$ cat config.mk
export PLATFORM = sky130hd
export DESIGN_NAME = logic_issue
export DESIGN_NICKNAME = d
export VERILOG_FILES = /design/src/rtl/logic_pkg.sv /design/src/rtl/logic_regfile.sv /design/src/rtl/logic_issue.sv
export SDC_FILE = /design/constraint.sdc
export NUM_CORES = 1
export LEC_CHECK = 0
export BUFFER_PORTS_ARGS = -buffer_cell sky130_fd_sc_hd__buf_2
export CORE_MARGIN = 8
export CORE_UTILIZATION = 57
export CTS_BUF_LIST = sky130_fd_sc_hd__clkbuf_2
export CTS_CLUSTER_DIAMETER = 40
export DETAILED_ROUTE_END_ITERATION = 12
export GPL_TIMING_DRIVEN = 0
export PLACE_DENSITY_LB_ADDON = 0.2
export RECOVER_POWER = 25
export SLEW_MARGIN = 20
export SYNTH_ARGS = -nofsm -noshare
export SYNTH_HDL_FRONTEND = slang
export SYNTH_HIERARCHICAL = 1
export SYNTH_SLANG_ARGS = --single-unit
$ cat constraint.sdc
create_clock -name clk -period 2.52 [get_ports clk]
set_clock_uncertainty 0.2 [all_clocks]
set_input_delay 0.504 -clock clk [delete_from_list [all_inputs] [get_ports clk]]
set_output_delay 0.504 -clock clk [all_outputs]
set_load 0.02 [all_outputs]
$ cat src/rtl/logic_pkg.sv
// Shared definitions for the logic-unit issue block.
// Holds the default datapath width, the logic-unit opcode map, the
// sequencer state type and an opcode validity helper.
package logic_pkg;

  localparam int unsigned W_DEF = 4;
  localparam int unsigned OP_W  = 4;

  // Logic-unit select codes; anything above OP_MAX_VALID is illegal
  localparam logic [OP_W-1:0] OP_AND  = 4'b0000;
  localparam logic [OP_W-1:0] OP_OR   = 4'b0001;
  localparam logic [OP_W-1:0] OP_XOR  = 4'b0010;
  localparam logic [OP_W-1:0] OP_NAND = 4'b0011;
  localparam logic [OP_W-1:0] OP_NOR  = 4'b0100;
  localparam logic [OP_W-1:0] OP_XNOR = 4'b0101;
  localparam logic [OP_W-1:0] OP_PASS = 4'b0110;
  localparam logic [OP_W-1:0] OP_NOT  = 4'b0111;
  localparam logic [OP_W-1:0] OP_ROR  = 4'b1000;
  localparam logic [OP_W-1:0] OP_ROL  = 4'b1001;

  localparam logic [OP_W-1:0] OP_MAX_VALID = OP_ROL;

  typedef enum logic [1:0] {
    IDLE = 2'd0,
    EXEC = 2'd1,
    WB   = 2'd2
  } state_t;

  function automatic logic op_is_valid(input logic [OP_W-1:0] op);
    return (op <= OP_MAX_VALID);
  endfunction

endpackage

$ cat src/rtl/logic_regfile.sv
// Register file for the logic-unit issue block.
// Ports:
//   clk, rst_n            - clock, async active-low reset (clears all entries)
//   rd_a_addr/rd_a_data   - async read port A
//   rd_b_addr/rd_b_data   - async read port B
//   wr_hi_en/addr/data    - high-priority write port (wins on address collision)
//   wr_lo_en/addr/data    - low-priority write port
module logic_regfile
  import logic_pkg::*;
#(
  parameter int unsigned W    = W_DEF,
  parameter int unsigned NREG = 4
) (
  input  logic                    clk,
  input  logic                    rst_n,
  input  logic [$clog2(NREG)-1:0] rd_a_addr,
  output logic [W-1:0]            rd_a_data,
  input  logic [$clog2(NREG)-1:0] rd_b_addr,
  output logic [W-1:0]            rd_b_data,
  input  logic                    wr_hi_en,
  input  logic [$clog2(NREG)-1:0] wr_hi_addr,
  input  logic [W-1:0]            wr_hi_data,
  input  logic                    wr_lo_en,
  input  logic [$clog2(NREG)-1:0] wr_lo_addr,
  input  logic [W-1:0]            wr_lo_data
);

  logic [W-1:0] regs [NREG];

  // Storage; the high-priority write is applied last so it overrides
  always_ff @(posedge clk or negedge rst_n) begin
    if (!rst_n) begin
      for (int i = 0; i < int'(NREG); i++) begin
        regs[i] <= '0;
      end
    end else begin
      if (wr_lo_en) regs[wr_lo_addr] <= wr_lo_data;
      if (wr_hi_en) regs[wr_hi_addr] <= wr_hi_data;
    end
  end

  assign rd_a_data = regs[rd_a_addr];
  assign rd_b_data = regs[rd_b_addr];

endmodule

$ cat src/rtl/logic_issue.sv
// Issue/writeback sequencer for an external combinational logic unit.
// Accepts one command at a time, reads operands from a local register file
// (with load-port bypass), drives the logic unit for one cycle, registers
// its result and writes it back while reporting it on the result port.
// Ports:
//   clk, rst_n                 - clock, async active-low reset
//   cmd_valid/cmd_ready        - command handshake (ready only when idle)
//   cmd_op/rd/rs1/rs2          - opcode, destination and source registers
//   cmd_imm_en/cmd_imm         - immediate replaces reg[rs2] as operand 2
//   ld_en/ld_addr/ld_data      - direct register-file write port
//   alu_in1/alu_in2/alu_sel    - operands and select to the logic unit
//   alu_out                    - combinational result from the logic unit
//   res_valid/err/data/rd      - one-cycle result report
module logic_issue
  import logic_pkg::*;
#(
  parameter int unsigned W    = W_DEF,
  parameter int unsigned NREG = 4
) (
  input  logic                    clk,
  input  logic                    rst_n,
  input  logic                    cmd_valid,
  output logic                    cmd_ready,
  input  logic [OP_W-1:0]         cmd_op,
  input  logic [$clog2(NREG)-1:0] cmd_rd,
  input  logic [$clog2(NREG)-1:0] cmd_rs1,
  input  logic [$clog2(NREG)-1:0] cmd_rs2,
  input  logic                    cmd_imm_en,
  input  logic [W-1:0]            cmd_imm,
  input  logic                    ld_en,
  input  logic [$clog2(NREG)-1:0] ld_addr,
  input  logic [W-1:0]            ld_data,
  output logic [W-1:0]            alu_in1,
  output logic [W-1:0]            alu_in2,
  output logic [OP_W-1:0]         alu_sel,
  input  logic [W-1:0]            alu_out,
  output logic                    res_valid,
  output logic                    res_err,
  output logic [W-1:0]            res_data,
  output logic [$clog2(NREG)-1:0] res_rd
);

  localparam int unsigned AW = $clog2(NREG);

  state_t          state;
  state_t          next_state;
  logic            accept;
  logic [W-1:0]    rs1_data;
  logic [W-1:0]    rs2_data;
  logic [W-1:0]    op1;
  logic [W-1:0]    op2;
  logic [AW-1:0]   rd_q;
  logic            wb_en;

  logic_regfile #(
    .W    (W),
    .NREG (NREG)
  ) u_regfile (
    .clk        (clk),
    .rst_n      (rst_n),
    .rd_a_addr  (cmd_rs1),
    .rd_a_data  (rs1_data),
    .rd_b_addr  (cmd_rs2),
    .rd_b_data  (rs2_data),
    .wr_hi_en   (wb_en),
    .wr_hi_addr (res_rd),
    .wr_hi_data (res_data),
    .wr_lo_en   (ld_en),
    .wr_lo_addr (ld_addr),
    .wr_lo_data (ld_data)
  );

  // Operand selection; a same-edge load to a source register is forwarded
  always_comb begin
    op1 = rs1_data;
    op2 = rs2_data;
    if (ld_en && (ld_addr == cmd_rs1)) op1 = ld_data;
    if (ld_en && (ld_addr == cmd_rs2)) op2 = ld_data;
    if (cmd_imm_en)                    op2 = cmd_imm;
  end

  // Next-state logic
  always_comb begin
    next_state = state;
    accept     = 1'b0;
    case (state)
      IDLE: begin
        if (cmd_valid && cmd_ready) begin
          accept     = 1'b1;
          next_state = EXEC;
        end
      end
      EXEC:    next_state = WB;
      WB:      next_state = IDLE;
      default: next_state = IDLE;
    endcase
  end

  // State register; handshake outputs are registered from the next state
  always_ff @(posedge clk or negedge rst_n) begin
    if (!rst_n) begin
      state     <= IDLE;
      cmd_ready <= 1'b0;
      res_valid <= 1'b0;
    end else begin
      state     <= next_state;
      cmd_ready <= (next_state == IDLE);
      res_valid <= (next_state == WB);
    end
  end

  // Command capture; logic-unit inputs hold until the next acceptance
  always_ff @(posedge clk or negedge rst_n) begin
    if (!rst_n) begin
      alu_in1 <= '0;
      alu_in2 <= '0;
      alu_sel <= '0;
      rd_q    <= '0;
    end else if (accept) begin
      alu_in1 <= op1;
      alu_in2 <= op2;
      alu_sel <= cmd_op;
      rd_q    <= cmd_rd;
    end
  end

  // Result capture when leaving EXEC; illegal opcodes report zero data
  always_ff @(posedge clk or negedge rst_n) begin
    if (!rst_n) begin
      res_data <= '0;
      res_err  <= 1'b0;
      res_rd   <= '0;
    end else if (state == EXEC) begin
      res_data <= op_is_valid(alu_sel) ? alu_out : '0;
      res_err  <= !op_is_valid(alu_sel);
      res_rd   <= rd_q;
    end
  end

  // Writeback happens on the edge leaving WB, only for legal opcodes
  assign wb_en = (state == WB) && !res_err;

endmodule
* After elaboration in Yosys (flattened, before gate mapping)
Index checks and enable logic that the tools add are counted.
** Cells by class
- Magnitude comparators :: 7
- Eq/ne operators :: 5
- Multiplexer cells :: 22
- Bitwise gates (word level) :: 4
- Reductions and logical operators :: 10
** Operators by type and width (number)
- $mux 4 :: 10
- $bwmux 16 :: 2
- $mux 16 :: 2
- $bmux 4 s2 :: 2
- $demux 4 s2 :: 2
- $ge 3x3->1 const B :: 4
- $not 2->3 :: 4
- $logic_and 1x1->1 :: 6
- $lt 3x1->1 const B :: 2
- $eq 2x2->1 :: 2
- $eq 2x2->1 const B :: 2
- $le 4x4->1 const B :: 1
- $logic_not 2->1 :: 2
- $pmux 2 s2 :: 1
- $eq 2x1->1 const B :: 1
- $logic_not 1->1 :: 2
- $mux 1 :: 2
- $mux 2 :: 1
** Storage, ports and cells
- Register bits after elaboration :: 41
- Input bits :: 29
- Output and inout port bits :: 21
- Logic and storage cells :: 62

* Depth between registers and ports, before layout
- Depth after elaboration :: 9
- Depth in mapped cells :: 5
- Depth with buffers taken out :: 4

* Modules after synthesis
The synthesis kept the hierarchy.
** Modules (own cells, without submodules)
- logic_issue :: times used 1, cells an instance 99, area each 1124.8 µm², seq. area each 600.6 µm²
- logic_regfile :: times used 1, cells an instance 81, area each 959.7 µm², seq. area each 400.4 µm²

* Least setup slack after synthesis
OpenSTA, ideal clock, no wires.
- Path kind :: reg-to-reg
- Start point :: register, netlist name res_valid
- End point :: register u_regfile/regs[12] in the netlist's numbering
- Library setup time :: 0.134 ns
- Data arrival time :: 1.445 ns
- Data required time :: 2.186 ns
- Slack :: 0.741 ns
- Cell stages (with the launch flop) :: 6
- Buffers on the path :: 1
- Cells stage by stage :: dfrtp_1 -> nor3b_1 -> or3b_1 -> clkbuf_1 -> nor2_1 -> a21oi_1
** RTL lines
- end signal, assigned by index :: line logic_regfile.sv:37 : if (wr_lo_en) regs[wr_lo_addr] <= wr_lo_data;
- end signal, assigned by index :: line logic_regfile.sv:38 : if (wr_hi_en) regs[wr_hi_addr] <= wr_hi_data;
- end, declared :: line logic_regfile.sv:28 : logic [W-1:0] regs [NREG];

* Worst setup path in the final report
- Start point :: register res_err
- End point :: register u_regfile/regs[13] in the netlist's numbering
** Between the ends
- Cells in the longest elaborated chain, start to end :: 3
** RTL lines
- start, declared :: line logic_issue.sv:38 : output logic res_err,
- start signal, assigned :: line logic_issue.sv:135 : res_err <= !op_is_valid(alu_sel);
- $logic_not 1->1 :: line logic_issue.sv:141 : assign wb_en = (state == WB) && !res_err;
- $logic_and 1x1->1 :: line logic_issue.sv:141
- named net wb_en :: line logic_issue.sv:53 : logic wb_en;
- $mux 16 :: line logic_regfile.sv:38
The timed path passes the listed nets, and every way through them passes these cells.
A chain may end at the register's enable or synchronous reset.

==> impl_results.md <==
* Hold WS at 19.2 ps
* Yosys Warn Count at 6
* Number of synthesized flops with an enable pin at 0
* CTS Buf Count at 5
* Pwr/cell area at 1070 mW/mm2
* Sequential fraction of the synthesis area at 48.0%
* Main area contributors after synthesis: dfrtp_1 48%, mux2i_1 9.6%, mux4_2 8.6%, nor2_1 4.3%, a21oi_1 3.8%
* Total Routing Usage GR at 16.9%
* Seq cells post-synth at 40
* Synth cell types at 27
* Worst-path clk slew at 180 ps
* Reg2reg setup slack at 630 ps
* Async set-reset flop share out of synthesis at 100%
* Via density at 5.69
* Most frequent cells in the layout: 51 x buf_2, 40 x dfrtp_1, 24 x nor2_1
* Total number of vias at 1,617
* Drt drc at 0
* Die Wd at 76.5 um
* Worst-Margin Slew at 949 ps
* Site row count at 22
* H-tree Lvls at 2
* Unrepaired setup endpoints after global routing: false
* Fin nets at 265
* Port Buffers at 49
* GRT Residual Overflow at 0
* FF-to-FF path depth at 5
* Crit path capture type: register
* DRT antenna net count at 0
* RePlAce Congestion at 0.856
* Share of the synthesized area in the top cell type at 48.0%
* Crit-path max FO at 8
* Endpoints failing setup at 0
* Core outline area at 0.00358 mm2
* Mean Syn Cell Area at 11.6 um2
* Wire per inst at 16.5 um
* Clock latency at the later pin of the worst-skew pair at 390 ps
* Die Area at 0.00585 mm2
* Hold-fix buffers, CTS at 0
* Dominant synthesized flop cell: dfrtp_1
* Mapped Cells at 180
* Critical path class: reg -> reg
* Crit path DAT at 1970 ps
* CTS tree: built
* First-pass GRT wire length at 7900 um
* Die Y at 76.5 um
* Setup_tns at 0 ps
* Vias in the first global route at 1,618
* Fin crit share at 74.9%
* Tmin final at 1890 ps
* Ratio of cells with drive above 1 in the final layout at 32.6%
* Hold WC Path Type: in -> async
* Reg-to-Reg Start: res_err$_DFFE_PN0N_
* Setup bufs post-CTS at 0
* WP data required at 2600 ps
* Drt first pass iters at 4
* Worst flop-to-flop path endpoint: u_regfile/regs[13]$_DFF_PN0_
* # IOs at 50
* Syn Nets at 209
* Most common cell after layout, fill and taps aside: buf_2
* Max_slew headroom at 36.7%
* Peak VDD IR at 0.000687 V
* Ant diodes at 0
* Max-slew violations at 0
* Area delta synth->final at 16.3%
* 1st-iter DRT viols at 76
* Sink Count at 40
* Power consumption at 2600 uW
* Post-CTS sizing at 0
* Leading area contributor after synthesis: dfrtp_1
* Initial antenna violation count at 0
* WL final at 4690 um
* Root buffer cell: clkbuf_2
* Status: finished clean
* Fmax at 530 MHz
* Final HPWL DP at 3620 um
* Final-report hold violation count at 0
* Max_cap viols at 0
* CTS Buffer Depth at 2
* Synthesized cell area at 0.00208 mm2
* Initial core utilization at 58.3%
* Leak Pwr at 0.00115 uW
* CP startpoint kind: register
* Largest net degree at the start of global routing at 41
cell families after synthesis:
kind of cell | count (synthesis) | share of synthesized area, %
simple gates | 54 | 14.2
flops | 40 | 48.0
compound gates | 37 | 11.2
mux | 34 | 21.5
xor+xnor | 8 | 3.36
buf+inv | 7 | 1.80
layer usage:
layer | vias to the layer above | GRT usage (%) | wire [um] | share of wire, %
met5 | - | 0 | 0 | 0
met4 | 0 | 5.77 | 54 | 1.2
met3 | 5 | 5.90 | 307 | 6.6
met2 | 55 | 25.5 | 2220 | 47
met1 | 766 | 21.8 | 2110 | 45
li1 | 791 | - | - | -
synthesized netlist by cell type, types with 2 or more instances:
| master | n |
|---|---|
| a21oi_1 | 16 |
| a22o_1 | 4 |
| a31oi_1 | 8 |
| buf_2 | 3 |
| dfrtp_1 | 40 |
| inv_1 | 2 |
| mux2_2 | 6 |
| mux2i_1 | 20 |
| mux4_2 | 8 |
| nand2_1 | 6 |
| nand2b_1 | 5 |
| nand3_1 | 2 |
| nand3b_1 | 2 |
| nand3b_2 | 2 |
| nand4_1 | 8 |
| nor2_1 | 24 |
| o31ai_1 | 8 |
| xnor2_1 | 4 |
| xor2_1 | 4 |
report_power, final:
part	switching, uW	internal [uW]	total (uW)
Clock	197	66.2	263
Combinational	605	541	1150
Sequential	244	947	1190
worst max-delay path, cell delays in order (launching register included):
cell	delay [ps]
dfrtp_1	440
nor3b_1	400
or3b_1	380
clkbuf_1	180
nor2_1	130
a21oi_1	50
worst max path at each step:
stage               cells after the start                      endpoint                 from  slack, ps
floorplan                               5  u_regfile/regs[12]$_DFF_PN0_  res_valid$_DFF_PN0_        740
global placement                        5  u_regfile/regs[15]$_DFF_PN0_   state[0]$_DFF_PN0_        680
detailed placement                      5  u_regfile/regs[13]$_DFF_PN0_   state[0]$_DFF_PN0_        660
CTS                                     5  u_regfile/regs[13]$_DFF_PN0_   state[0]$_DFF_PN0_        630
global route                            5  u_regfile/regs[14]$_DFF_PN0_   state[0]$_DFF_PN0_        520
finish                                  5  u_regfile/regs[13]$_DFF_PN0_  res_err$_DFFE_PN0N_        630
sequential cells by signal (all words and copies together), names as in the netlist:
name,cells
u_regfile/regs,16
res_valid,1
alu_sel,4
res_err,1
rd_q,2
alu_in1,4
state,1
cmd_ready,1
res_data,4
res_rd,2
alu_in2,4
layout make-up:
cell class                      count  area (um2)
Fill cell                         298        1150
Timing Repair Buffer               49         245
Buffer                              5        30.0
Clock buffer                        6        30.0
Inverter                            2        7.51
Tap cell                           48        60.1
Clock inverter                      1        5.00
Multi-Input combinational cell    133        1050
Sequential cell                    40        1000
per-stage QoR:
step	instances	area [um2]	worst slack [ps]	utilization [%]
2_1_floorplan	180	2080	741	-
3_3_place_gp	277	2390	685	66.8
3_5_place_dp	277	2390	660	66.8
4_1_cts	284	2420	633	67.8
5_1_grt	284	2420	517	67.8
6_report	284	2420	633	67.8
Power figures use the tool's default switching activity.
